`src/rtl/water_level_pkg.sv`:
```
// Shared definitions for the water level sensor filter: level codes, FSM states
// and the float-switch pattern classifier.
package water_level_pkg;

  localparam logic [1:0] LVL_CRIT = 2'b00;
  localparam logic [1:0] LVL_LOW  = 2'b01;
  localparam logic [1:0] LVL_MID  = 2'b10;
  localparam logic [1:0] LVL_HIGH = 2'b11;

  typedef enum logic [1:0] {
    ST_INIT  = 2'd0,
    ST_RUN   = 2'd1,
    ST_FAULT = 2'd2
  } state_e;

  typedef struct packed {
    logic       valid;
    logic [1:0] code;
  } class_t;

  // Switches fill bottom-up, so only "thermometer" patterns are physically possible.
  function automatic class_t classify(input logic [2:0] hml);
    class_t c;
    c.valid = 1'b1;
    case (hml)
      3'b000:  c.code = LVL_CRIT;
      3'b001:  c.code = LVL_LOW;
      3'b011:  c.code = LVL_MID;
      3'b111:  c.code = LVL_HIGH;
      default: begin
        c.valid = 1'b0;
        c.code  = LVL_CRIT;
      end
    endcase
    return c;
  endfunction

endpackage

```
`src/rtl/sensor_debounce.sv`:
```
// Two-flop synchroniser followed by a saturating-run debouncer for one float switch.
module sensor_debounce #(
  parameter int DEBOUNCE_CYCLES = 16
) (
  input  logic clk,
  input  logic rst_n,
  input  logic raw,
  output logic filt
);

  localparam int CW = $clog2(DEBOUNCE_CYCLES);

  logic          s1_q, s2_q;
  logic          filt_q, filt_d;
  logic [CW-1:0] cnt_q, cnt_d;

  // NOTE: every variable written here gets a default first, so no latch is inferred.
  always_comb begin
    filt_d = filt_q;
    cnt_d  = '0;
    if (s2_q != filt_q) begin
      if (cnt_q == CW'(DEBOUNCE_CYCLES - 1)) begin
        filt_d = s2_q;
      end else begin
        cnt_d = cnt_q + CW'(1);
      end
    end
  end

  // NOTE: state flops use non-blocking assignments so all registers update together.
  always_ff @(posedge clk or negedge rst_n) begin
    if (!rst_n) begin
      s1_q   <= 1'b0;
      s2_q   <= 1'b0;
      filt_q <= 1'b0;
      cnt_q  <= '0;
    end else begin
      s1_q   <= raw;
      s2_q   <= s1_q;
      filt_q <= filt_d;
      cnt_q  <= cnt_d;
    end
  end

  assign filt = filt_q;

endmodule

```
`src/rtl/water_level_sensor_filter.sv`:
```
// Debounces the low/mid/high float switches, classifies them into a 2-bit level
// code and supervises impossible patterns with an INIT/RUN/FAULT state machine.
module water_level_sensor_filter
  import water_level_pkg::*;
#(
  parameter int DEBOUNCE_CYCLES = 16,
  parameter int FAULT_CYCLES    = 4
) (
  input  logic clk,
  input  logic rst_n,
  input  logic sens_low,
  input  logic sens_mid,
  input  logic sens_high,
  input  logic clear_fault,
  output logic Bit1,
  output logic Bit0,
  output logic settled,
  output logic fault,
  output logic fault_sticky,
  output logic level_change
);

  localparam int TW = $clog2(DEBOUNCE_CYCLES + 3);
  localparam int FW = $clog2(FAULT_CYCLES + 1);

  logic filt_low, filt_mid, filt_high;

  sensor_debounce #(.DEBOUNCE_CYCLES(DEBOUNCE_CYCLES)) u_deb_low (
    .clk(clk), .rst_n(rst_n), .raw(sens_low), .filt(filt_low)
  );
  sensor_debounce #(.DEBOUNCE_CYCLES(DEBOUNCE_CYCLES)) u_deb_mid (
    .clk(clk), .rst_n(rst_n), .raw(sens_mid), .filt(filt_mid)
  );
  sensor_debounce #(.DEBOUNCE_CYCLES(DEBOUNCE_CYCLES)) u_deb_high (
    .clk(clk), .rst_n(rst_n), .raw(sens_high), .filt(filt_high)
  );

  state_e        state_q, state_d;
  logic [1:0]    code_q, code_d;
  logic [TW-1:0] timer_q, timer_d;
  logic [FW-1:0] incon_q, incon_d;
  logic          settled_q, settled_d;
  logic          fault_q, fault_d;
  logic          sticky_q, sticky_d;
  logic          lchg_q, lchg_d;
  logic          enter_fault;
  class_t        cls;

  always_comb begin
    cls         = classify({filt_high, filt_mid, filt_low});
    state_d     = state_q;
    code_d      = code_q;
    timer_d     = timer_q;
    incon_d     = incon_q;
    settled_d   = settled_q;
    sticky_d    = sticky_q;
    enter_fault = 1'b0;

    case (state_q)
      ST_INIT: begin
        code_d = LVL_CRIT;
        // Window covers the synchroniser plus one full debounce run.
        if (timer_q == TW'(DEBOUNCE_CYCLES + 2)) begin
          settled_d = 1'b1;
          if (cls.valid) begin
            state_d = ST_RUN;
          end else begin
            state_d     = ST_FAULT;
            enter_fault = 1'b1;
          end
        end else begin
          timer_d = timer_q + TW'(1);
        end
      end
      ST_RUN: begin
        if (cls.valid) begin
          code_d  = cls.code;
          incon_d = '0;
        end else if (incon_q == FW'(FAULT_CYCLES - 1)) begin
          state_d     = ST_FAULT;
          code_d      = LVL_CRIT;
          incon_d     = '0;
          enter_fault = 1'b1;
        end else begin
          incon_d = incon_q + FW'(1);
        end
      end
      ST_FAULT: begin
        code_d = LVL_CRIT;
        if (cls.valid) begin
          state_d = ST_RUN;
          code_d  = cls.code;
        end
      end
      default: state_d = ST_INIT;
    endcase

    // Entering FAULT takes priority over a simultaneous clear request.
    if (enter_fault) begin
      sticky_d = 1'b1;
    end else if (clear_fault && (state_q != ST_FAULT)) begin
      sticky_d = 1'b0;
    end

    fault_d = (state_d == ST_FAULT);
    lchg_d  = (state_q != ST_INIT) && (code_d != code_q);
  end

  always_ff @(posedge clk or negedge rst_n) begin
    if (!rst_n) begin
      state_q   <= ST_INIT;
      code_q    <= LVL_CRIT;
      timer_q   <= '0;
      incon_q   <= '0;
      settled_q <= 1'b0;
      fault_q   <= 1'b0;
      sticky_q  <= 1'b0;
      lchg_q    <= 1'b0;
    end else begin
      state_q   <= state_d;
      code_q    <= code_d;
      timer_q   <= timer_d;
      incon_q   <= incon_d;
      settled_q <= settled_d;
      fault_q   <= fault_d;
      sticky_q  <= sticky_d;
      lchg_q    <= lchg_d;
    end
  end

  assign Bit1         = code_q[1];
  assign Bit0         = code_q[0];
  assign settled      = settled_q;
  assign fault        = fault_q;
  assign fault_sticky = sticky_q;
  assign level_change = lchg_q;

endmodule

```
`config.mk`:
```
export PLATFORM = sky130hd
export DESIGN_NAME = water_level_sensor_filter
export DESIGN_NICKNAME = d
export VERILOG_FILES = /design/src/rtl/water_level_pkg.sv /design/src/rtl/sensor_debounce.sv /design/src/rtl/water_level_sensor_filter.sv
export SDC_FILE = /design/constraint.sdc
export NUM_CORES = 1
export LEC_CHECK = 0
export ABC_AREA = 1
export CORE_AREA = 2 2 84 86
export CTS_CLUSTER_SIZE = 24
export DETAILED_ROUTE_END_ITERATION = 8
export DIE_AREA = 0 0 86 88
export GPL_TIMING_DRIVEN = 0
export REMOVE_ABC_BUFFERS = 1
export SETUP_SLACK_MARGIN = 0.5
export SYNTH_ARGS = -nofsm -noshare
export SYNTH_HDL_FRONTEND = slang
export SYNTH_SLANG_ARGS = --single-unit
```
`constraint.sdc`:
```
create_clock -name clk -period 1.67 [get_ports clk]
set_input_delay 0.4175 -clock clk [delete_from_list [all_inputs] [get_ports clk]]
set_output_delay 0.4175 -clock clk [all_outputs]
set_load 0.03 [all_outputs]
```
; After elaboration in Yosys (flattened, before gate mapping)
; Index checks and enable logic that the tools add are counted.
; W data, S select, Z words.
[classes]
n_addsub = 5
n_mul = 0
n_div = 0
order_cmp = 0
eq_ne = 16
n_shift = 0
n_mux = 27
bitwise_logic = 1
n_reduce_logical = 12
[op_table]
columns = operator, count
row1 = $mux W4, 6
row2 = $pmux W2 S3, 3
row3 = $mux W2, 8
row4 = $add A4 B1 Y4 const B, 3
row5 = $eq A4 B4 Y1 const B, 3
row6 = $reduce_and A2 Y1, 5
row7 = $mux W1, 7
row8 = $eq A3 B2 Y1 const B, 2
row9 = $mux W3, 2
row10 = $add A5 B1 Y5 const B, 1
row11 = $eq A5 B5 Y1 const B, 1
row12 = $eq A2 B2 Y1 const B, 2
row13 = $reduce_bool A2 Y1, 2
row14 = $reduce_or A4 Y1, 1
row15 = $add A3 B1 Y3 const B, 1
row16 = $eq A3 B1 Y1 const B, 1
row17 = $eq A3 B3 Y1 const B, 1
row18 = $logic_not A3 Y1, 1
row19 = $ne A1 B1 Y1, 3
row20 = $eq A2 B1 Y1 const B, 1
row21 = $logic_and A1 B1 Y1, 2
row22 = $logic_not A2 Y1, 1
row23 = $ne A2 B2 Y1, 1
row24 = $ne A2 B2 Y1 const B, 1
row25 = other kinds (2), 2
[word_totals]
regBits = 37
latch_bits = 0
ramBits = 0
romBits = 0
input_bits = 6
out_inout_bits = 6
word_cells = 81
memories = 0

; Longest topological paths before layout
; Gate-level depths: netlist (run 1).
[depth]
word_depth = 7
depth_mapped = 11
depth_no_buf = 11

; Hierarchy
; Synthesis (run 1) repeated with hierarchy kept, for this count alone.
[unflattened]
cells_unflattened = 184
hier_area_um2 = 1656.6
[modules_own_cells]
columns = mod, n_inst, cells_per_inst, area_per_inst_um2, seq_area_each_um2
row1 = water_level_sensor_filter, 1, 100, 830.8, 400.4
row2 = sensor_debounce, 3, 28, 275.3, 175.2

; Worst setup path after synthesis (run 1)
; Ideal clock, no wire load.
[synth_path]
path_type = reg-to-reg
startpoint = register incon_q[0]
endpoint = register lchg_q, in the netlist level_change
setup_time_ns = 0.123
t_arrival_ns = 1.155
t_required_ns = 1.547
slack_ns = 0.392
stages_incl_launch_ff = 12
n_path_buf = 0
synth_period_minus_slack_ns = 1.278
path_cell_list = dfrtp_1 -> ha_1 -> inv_1 -> nor2_1 -> nor2_1 -> nand2_2 -> nand2_2 -> nand2_2 -> nand2_2 -> nor2_2 -> nor2_1 -> nor2_1
[synth_between]
elab_chain_cells = 6
[synth_lines]
columns = item, line_no
row1 = start: declaration, water_level_sensor_filter.sv:41  ; logic [FW-1:0] incon_q, incon_d;
row2 = start signal: assignment, water_level_sensor_filter.sv:123  ; incon_q <= incon_d;
row3 = $eq A3 B2 Y1, water_level_sensor_filter.sv:79  ; end else if (incon_q == FW'(FAULT_CYCLES - 1)) begin
row4 = $mux W2, water_level_sensor_filter.sv:79
row5 = $mux W2, water_level_sensor_filter.sv:76  ; if (cls.valid) begin
row6 = $pmux W2 S3, water_level_sensor_filter.sv:59  ; case (state_q)
row7 = via code_d[0], water_level_sensor_filter.sv:39  ; logic [1:0] code_q, code_d;
row8 = $ne A2 B2 Y1, water_level_sensor_filter.sv:106  ; lchg_d = (state_q != ST_INIT) && (code_d != code_q);
row9 = $logic_and A1 B1 Y1, water_level_sensor_filter.sv:106
row10 = via lchg_d, water_level_sensor_filter.sv:45  ; logic lchg_q, lchg_d;
row11 = end signal: assignment, water_level_sensor_filter.sv:127  ; lchg_q <= lchg_d;
row12 = end: declaration, water_level_sensor_filter.sv:45
; The timed path passes the listed nets, and every way through them passes these cells.
; A chain may end at the register's enable or synchronous reset.

; Final worst setup path (run 1)
; Ends and elaborated chain as after synthesis.

==> impl_metrics.csv, run 1 <==
group,metric,value,unit
route,vias,1193,
clock_network,cts_tree,"yes",
placed_design,place_area,0.00183,sq mm
critical_path,crit_path_max_fanout,2,
yosys,synth_cells,173,
critical_path,worst_setup_path_start_kind,"register",
clock_network,cts_sinks,37,
final_layout,num-nets-final,220,
route,via_per_inst,4.13,
placed_design,hpwl,1.82,mm
route,routed_wl,2.77,mm
clock_network,hold_buffers,0,
pwr,power_density,831,mW/mm^2
flow_run,max-cap-violations,0,
hold_path,hold_class,"in -> async",
yosys,yosysSeqAreaShare,56.8,%
sta,max_freq,773,MHz
critical_path,crit_arrival,1.47,ns
sta,fin_setup_tns,0,ns
critical_path,cp.required,1.85,ns
yosys,synth_area,0.00163,sq mm
sta,final.min_clock_period,1.29,ns
route,drcViolationCount,0,
sta,drv_slew,0,
final_layout,layout.cells.non_filler,289,
clock_network,insertion_delay,0.28,ns
floorplanning,die_h,88,um
yosys,synth_area_leaders,"dfrtp_1, nand2_1, nor2_1",
critical_path,path_class,"reg -> reg",
sta,hold_viol_final,0,
yosys,yosysMostFrequentCell,"dfrtp_1",
sta,setup_viol,0,
floorplanning,io_pins,12,
global_routing,overflow,0,
placed_design,placed_cells,264,
yosys,synth_common_cells,"dfrtp_1, nand2_1, nor2_1",
sta,rsz0062_at_grt,"true",
floorplanning,die_area,0.00757,sq mm
placed_design,portBuffers,11,
route,first_pass_iters,4,
yosys,synth_enable_flop_cells,0,
yosys,yosys.area.top_type,"dfrtp_1",
placed_design,place.gp.congestion,0.829,
final_layout,fin_area,0.00217,sq mm
floorplanning,initial_core_util,24.5,%
global_routing,grt_start_max_net_pins,38,
floorplanning,rows,30,
yosys,synth_flop_cell,"dfrtp_1",
sta,worstMarginPinSlew,0.794,ns
yosys,synth_top_area_share,56.8,%
floorplanning,fp.dieW,86,um
yosys,avgSynthCellArea,9.42,sq um
pwr,vdd_ir_drop_max,0.493,mV
clock_network,cts-root-buf,"clkbuf_8",
clock_network,htreeDepth,2,
route,wl_per_cell,9.59,um
global_routing,first_global_vias,1152,
route,drtAntennaViolNets,0,
global_routing,grt_use_total,8.28,%
yosys,yosysUniqueCellTypes,21,
sta,post-route-period-util,77.4,%
final_layout,n_antenna_cell,0,
yosys,yosysWarnings,0,
pwr,leakage,1.05,nW
global_routing,grt_first_pass_wirelength,4.89,mm
sta,skew,0.00682,ns
status,status,"finished clean",
yosys,async_flop_share,100,%
global_routing,antenna_found_initial,0,
yosys,ys_ff_latch,37,
critical_path,crit_path_end_kind,"register",
final_layout,drive_gt1_share,31.6,%
clock_network,cts_buffers,5,
clock_network,path_clk_slew,0.07,ns
clock_network,cts.path.max_buffers,2,
floorplanning,core,0.00664,sq mm
sta,whs,0.214,ns
route,initialDrtViolationCount,44,
sta,slew_headroom,47.1,%
final_layout,syn_to_final_growth,32.9,%
## final cells by class
class                   count  area [sq um]
flip-flops and latches     37           928
repair buffers             28           240
fillers                   649          4480
clock buffers               7          86.3
multi-input cells         113           692
clock inverters             1          30.0
well taps                  80           100
inverters                  23          88.8
## sequential cells by signal (all words and copies together), names as in the netlist, 2 cells and up
register / flops
code_q: 2
incon_q: 3
state_q: 2
timer_q: 5
u_deb_high.cnt_q: 4
u_deb_low.cnt_q: 4
u_deb_mid.cnt_q: 4
## logic make-up (layout without fill, tap and decap cells)
group,Yosys count,count (layout),synth area share [%]
buffers and inverters,23,59,5.30
XOR/XNOR,11,11,5.91
AO/OA/AOI/OAI,9,9,3.46
adder cells (fa/ha/maj),6,6,4.61
flip-flops,37,37,56.8
AND/OR/NAND/NOR,87,87,23.9
## critical path, stage by stage (launching register included)
cell and delay (ns):
dfrtp_1 0.41, ha_4 0.18, inv_2 0.07, nor2_4 0.04
nor2_2 0.08, nand2_2 0.05, nand2_2 0.07, nand2_2 0.05
nand2_2 0.06, nor2_2 0.03, nor2_1 0.09, nor2_1 0.04
## routing by layer
metal | global-route usage [%] | part of all wire [%] | up-vias | routed length (um)
met5 | 0 | 0 | - | 0
met4 | 3.03 | 1.2 | 0 | 33
met3 | 3.20 | 3.9 | 4 | 107
met2 | 14.0 | 50 | 13 | 1390
met1 | 9.52 | 45 | 569 | 1240
li1 | - | - | 607 | -
## cell usage in the layout (no fill, tap or decap), types with 2 or more instances in the layout
| cell | n |
|---|---|
| dfrtp_1 | 35 |
| nand2_1 | 29 |
| nor2_1 | 21 |
| inv_1 | 18 |
| buf_4 | 17 |
| nand2_2 | 11 |
| nand3_1 | 9 |
| nor2_2 | 7 |
| xor2_1 | 6 |
| clkbuf_8 | 6 |
| buf_6 | 6 |
| xnor2_1 | 5 |
| inv_2 | 4 |
| nor2_4 | 4 |
| a21oi_1 | 4 |
| ha_1 | 4 |
| clkdlybuf4s50_1 | 4 |
| nor3_1 | 2 |
| ha_4 | 2 |
| dfrtp_2 | 2 |
## final timing paths
path / cells after the start / startpoint / slack (ns) / endpoint
setup reg to reg: 11 / incon_q[0] / 0.38 / level_change
max in group asynchronous: 1 / rst_n / 0.91 / state_q[1]
hold / removal: 1 / rst_n / 0.21 / timer_q[1]
min in group clk: 0 / u_deb_low.s1_q / 0.35 / u_deb_low.s2_q
setup / recovery: 11 / incon_q[0] / 0.38 / level_change
hold reg to reg: 0 / u_deb_low.s1_q / 0.35 / u_deb_low.s2_q
## power breakdown
part | switching [W] | leakage (nW) | internal (W)
clock | 0.000303 | 0.0585 | 0.000487
sequential | 0.0000155 | 0.472 | 0.000921
combinational | 0.0000411 | 0.517 | 0.0000312
total | 0.000360 | 1.05 | 0.00144
## timing repair
action	CTS	global route
resized for setup	51	14
buffers inserted	9	8
endpoints found under the setup margin	14	21
pin swaps	7	5
## through the flow
| stage | power, W | utilization [%] | setup slack, ns |
|---|---|---|---|
| 6_report | 0.00180 | 32.6 | 0.377 |
| 4_1_cts | 0.00183 | 31.0 | 0.345 |
| 5_1_grt | 0.00189 | 32.6 | 0.275 |
| 3_5_place_dp | 0.00103 | 27.6 | 0.168 |
| 3_3_place_gp | 0.00103 | 27.7 | -0.691 |
| 2_1_floorplan | 0.000987 | - | 0.392 |
(Power assumes the default switching activity.)
==> run 2, diff against run 1 <==
- clock period: 1.67 -> 1.3 ns (I/O delays scaled with it)
==> run 2 against run 1 <==
  * Sequential share of layout area fell by 6.1 points
  * Critical path depth unchanged
  * Fmax decreased by 1.0%
  * Critical endpoint unchanged
  * Largest cell class unchanged
  * Register-to-register slack worse by 0.38 ns
  * Largest power group unchanged
  * Non-clock buffer count is 17 higher
  * The flow now finishes with violations (setup timing)
==> impl_metrics.csv, run 2 (synthesis results as in run 1) <==
group,metric,value,unit
final_layout,final_core_utilization,38.2,%
route,initialDrtViolationCount,37,
pwr,leakage,1.19,nW
critical_path,crit_start,"incon_q[0]",
global_routing,first_global_vias,1331,
placed_design,portBuffers,11,
route,first_pass_iters,3,
critical_path,crit_path_end_kind,"register",
status,violations,"setup timing",
sta,final.min_clock_period,1.31,ns
hold_path,hold_class,"in -> async",
critical_path,crit_arrival,1.50,ns
critical_path,crit_path_cell_trace,"ha_4, inv_4, nor2_4, nor2_2, nand2_2, nand2_2, nand2_2, nand2_2, nor2_2, nor2_1, nor2_1",
critical_path,r2r_start,"incon_q[0]",
sta,skew,0.0115,ns
placed_design,place.gp.congestion,0.829,
global_routing,grt_start_max_net_pins,38,
critical_path,worst_setup_path_start_kind,"register",
clock_network,cts_sinks,37,
final_layout,num-nets-final,237,
route,vias,1298,
placed_design,hpwl,1.82,mm
global_routing,overflow,0,
floorplanning,rows,30,
floorplanning,die_area,0.00757,sq mm
critical_path,critPathCapture,"level_change",
critical_path,rr_endpoint,"level_change",
final_layout,final_common_cell,"dfrtp_1",
floorplanning,io_pins,12,
clock_network,cts.path.max_buffers,2,
sta,slew_headroom,66.7,%
floorplanning,core,0.00664,sq mm
global_routing,grt_use_total,9.49,%
sta,drv_slew,0,
global_routing,grt_first_pass_wirelength,5.64,mm
critical_path,rr_worst_depth,11,
sta,hold_viol_final,0,
final_layout,largest_reg_flops,5,
final_layout,final_cell_mix,"dfrtp_1, buf_4, nand2_2, nand2_1, nor2_1",
clock_network,cts-root-buf,"clkbuf_8",
critical_path,path_class,"reg -> reg",
clock_network,insertion_delay,0.29,ns
clock_network,cts_buffers,5,
final_layout,regMostFlops,"timer_q",
critical_path,r2r_setup_slack,-0.006,ns
floorplanning,initial_core_util,24.5,%
final_layout,syn_to_final_growth,55.6,%
route,routed_wl,3.32,mm
critical_path,crit_path_top_delay_cell,"dfrtp_1",
pwr,power_density,937,mW/mm^2
pwr,vdd_ir_drop_max,0.596,mV
sta,max_freq,765,MHz
route,wl_per_cell,10.9,um
route,drcViolationCount,0,
clock_network,cts_tree,"yes",
final_layout,fin_area,0.00253,sq mm
pwr,power,0.00238,W
sta,post-route-period-util,100,%
flow_run,max-cap-violations,0,
final_layout,n_antenna_cell,0,
clock_network,htreeDepth,2,
clock_network,path_clk_slew,0.08,ns
critical_path,cpPeakStageDelay,0.42,ns
final_layout,fill_cells,592,
sta,worst_slack,-0.00650,ns
floorplanning,die_h,88,um
critical_path,crit_path_max_fanout,2,
final_layout,drive_gt1_share,50.9,%
global_routing,antenna_found_initial,0,
placed_design,dp_slack,-0.110,ns
status,status,"finished with violations",
route,via_per_inst,4.24,
critical_path,cp.required,1.49,ns
sta,worstMarginPinSlew,0.500,ns
clock_network,hold_buffers,0,
placed_design,place_area,0.00183,sq mm
floorplanning,fp.dieW,86,um
sta,setup_viol,1,
critical_path,crit_top_cell,"nand2_2",
route,drtAntennaViolNets,0,
sta,rsz0062_at_grt,"true",
[run 2: routing by layer]
metal	vias up	part of all wire, %	global-route usage [%]
li1	641	-	-
met4	0	1.1	3.46
met5	-	0	0
met2	13	54	16.8
met3	4	2.6	3.20
met1	640	42	10.6
[run 2: worst min path at each step]
stage | cells past startpoint | to | start | slack, ns
floorplan | 0 | code_q[0] | rst_n | 0.03
global placement | 0 | u_deb_high.s2_q | u_deb_high.s1_q | 0.34
detailed placement | 0 | u_deb_low.s2_q | u_deb_low.s1_q | 0.33
CTS | 1 | state_q[1] | rst_n | 0.16
global route | 1 | timer_q[3] | rst_n | 0.06
finish | 1 | timer_q[3] | rst_n | 0.02
[run 2: worst max-delay path: cells and delay by family (launching register included)]
kind | cells | cell delay, ns
fa+ha+maj | 1 | 0.19
flops | 1 | 0.42
buf+inv | 1 | 0.06
simple gates | 9 | 0.54
[run 2: area by class of cell]
| type | count | area (sq um) | area share, % |
|---|---|---|---|
| clock inverter | 1 | 30.0 | 1.18 |
| tap | 80 | 100 | 3.95 |
| clock buffer | 7 | 86.3 | 3.41 |
| timing repair buffer | 45 | 404 | 15.9 |
| inverter | 23 | 93.8 | 3.70 |
| multi-input combinational | 113 | 890 | 35.1 |
| sequential | 37 | 931 | 36.7 |
[run 2: where the power goes]
group / total (W) / leakage, nW / switching, W / internal, W
Clock: 0.00102 / 0.0585 / 0.000399 / 0.000626
Combinational: 0.000135 / 0.665 / 0.0000653 / 0.0000694
Sequential: 0.00122 / 0.469 / 0.0000328 / 0.00118
[run 2: repair_timing]
item,in CTS,in global routing
hold endpoints to repair,0,0
endpoints found under the setup margin,37,72
setup buffers,21,13
resized for setup,93,32
pin swaps,25,16
[run 2: through the flow]
step	hold slack (ns)	std cells	setup TNS [ns]
finish	0.0225	306	-0.00650
global route	0.0588	306	-0.167
CTS	0.158	293	-0.0137
detailed placement	0.335	264	-0.374
global placement	0.335	264	-36.09
floorplan	0.0294	173	0
==> run 3, diff against run 2 <==
- HOLD_SLACK_MARGIN: not set -> 0.12
==> results of run 3 <==
The final DEF is identical to that of run 2; final timing and power are the same.
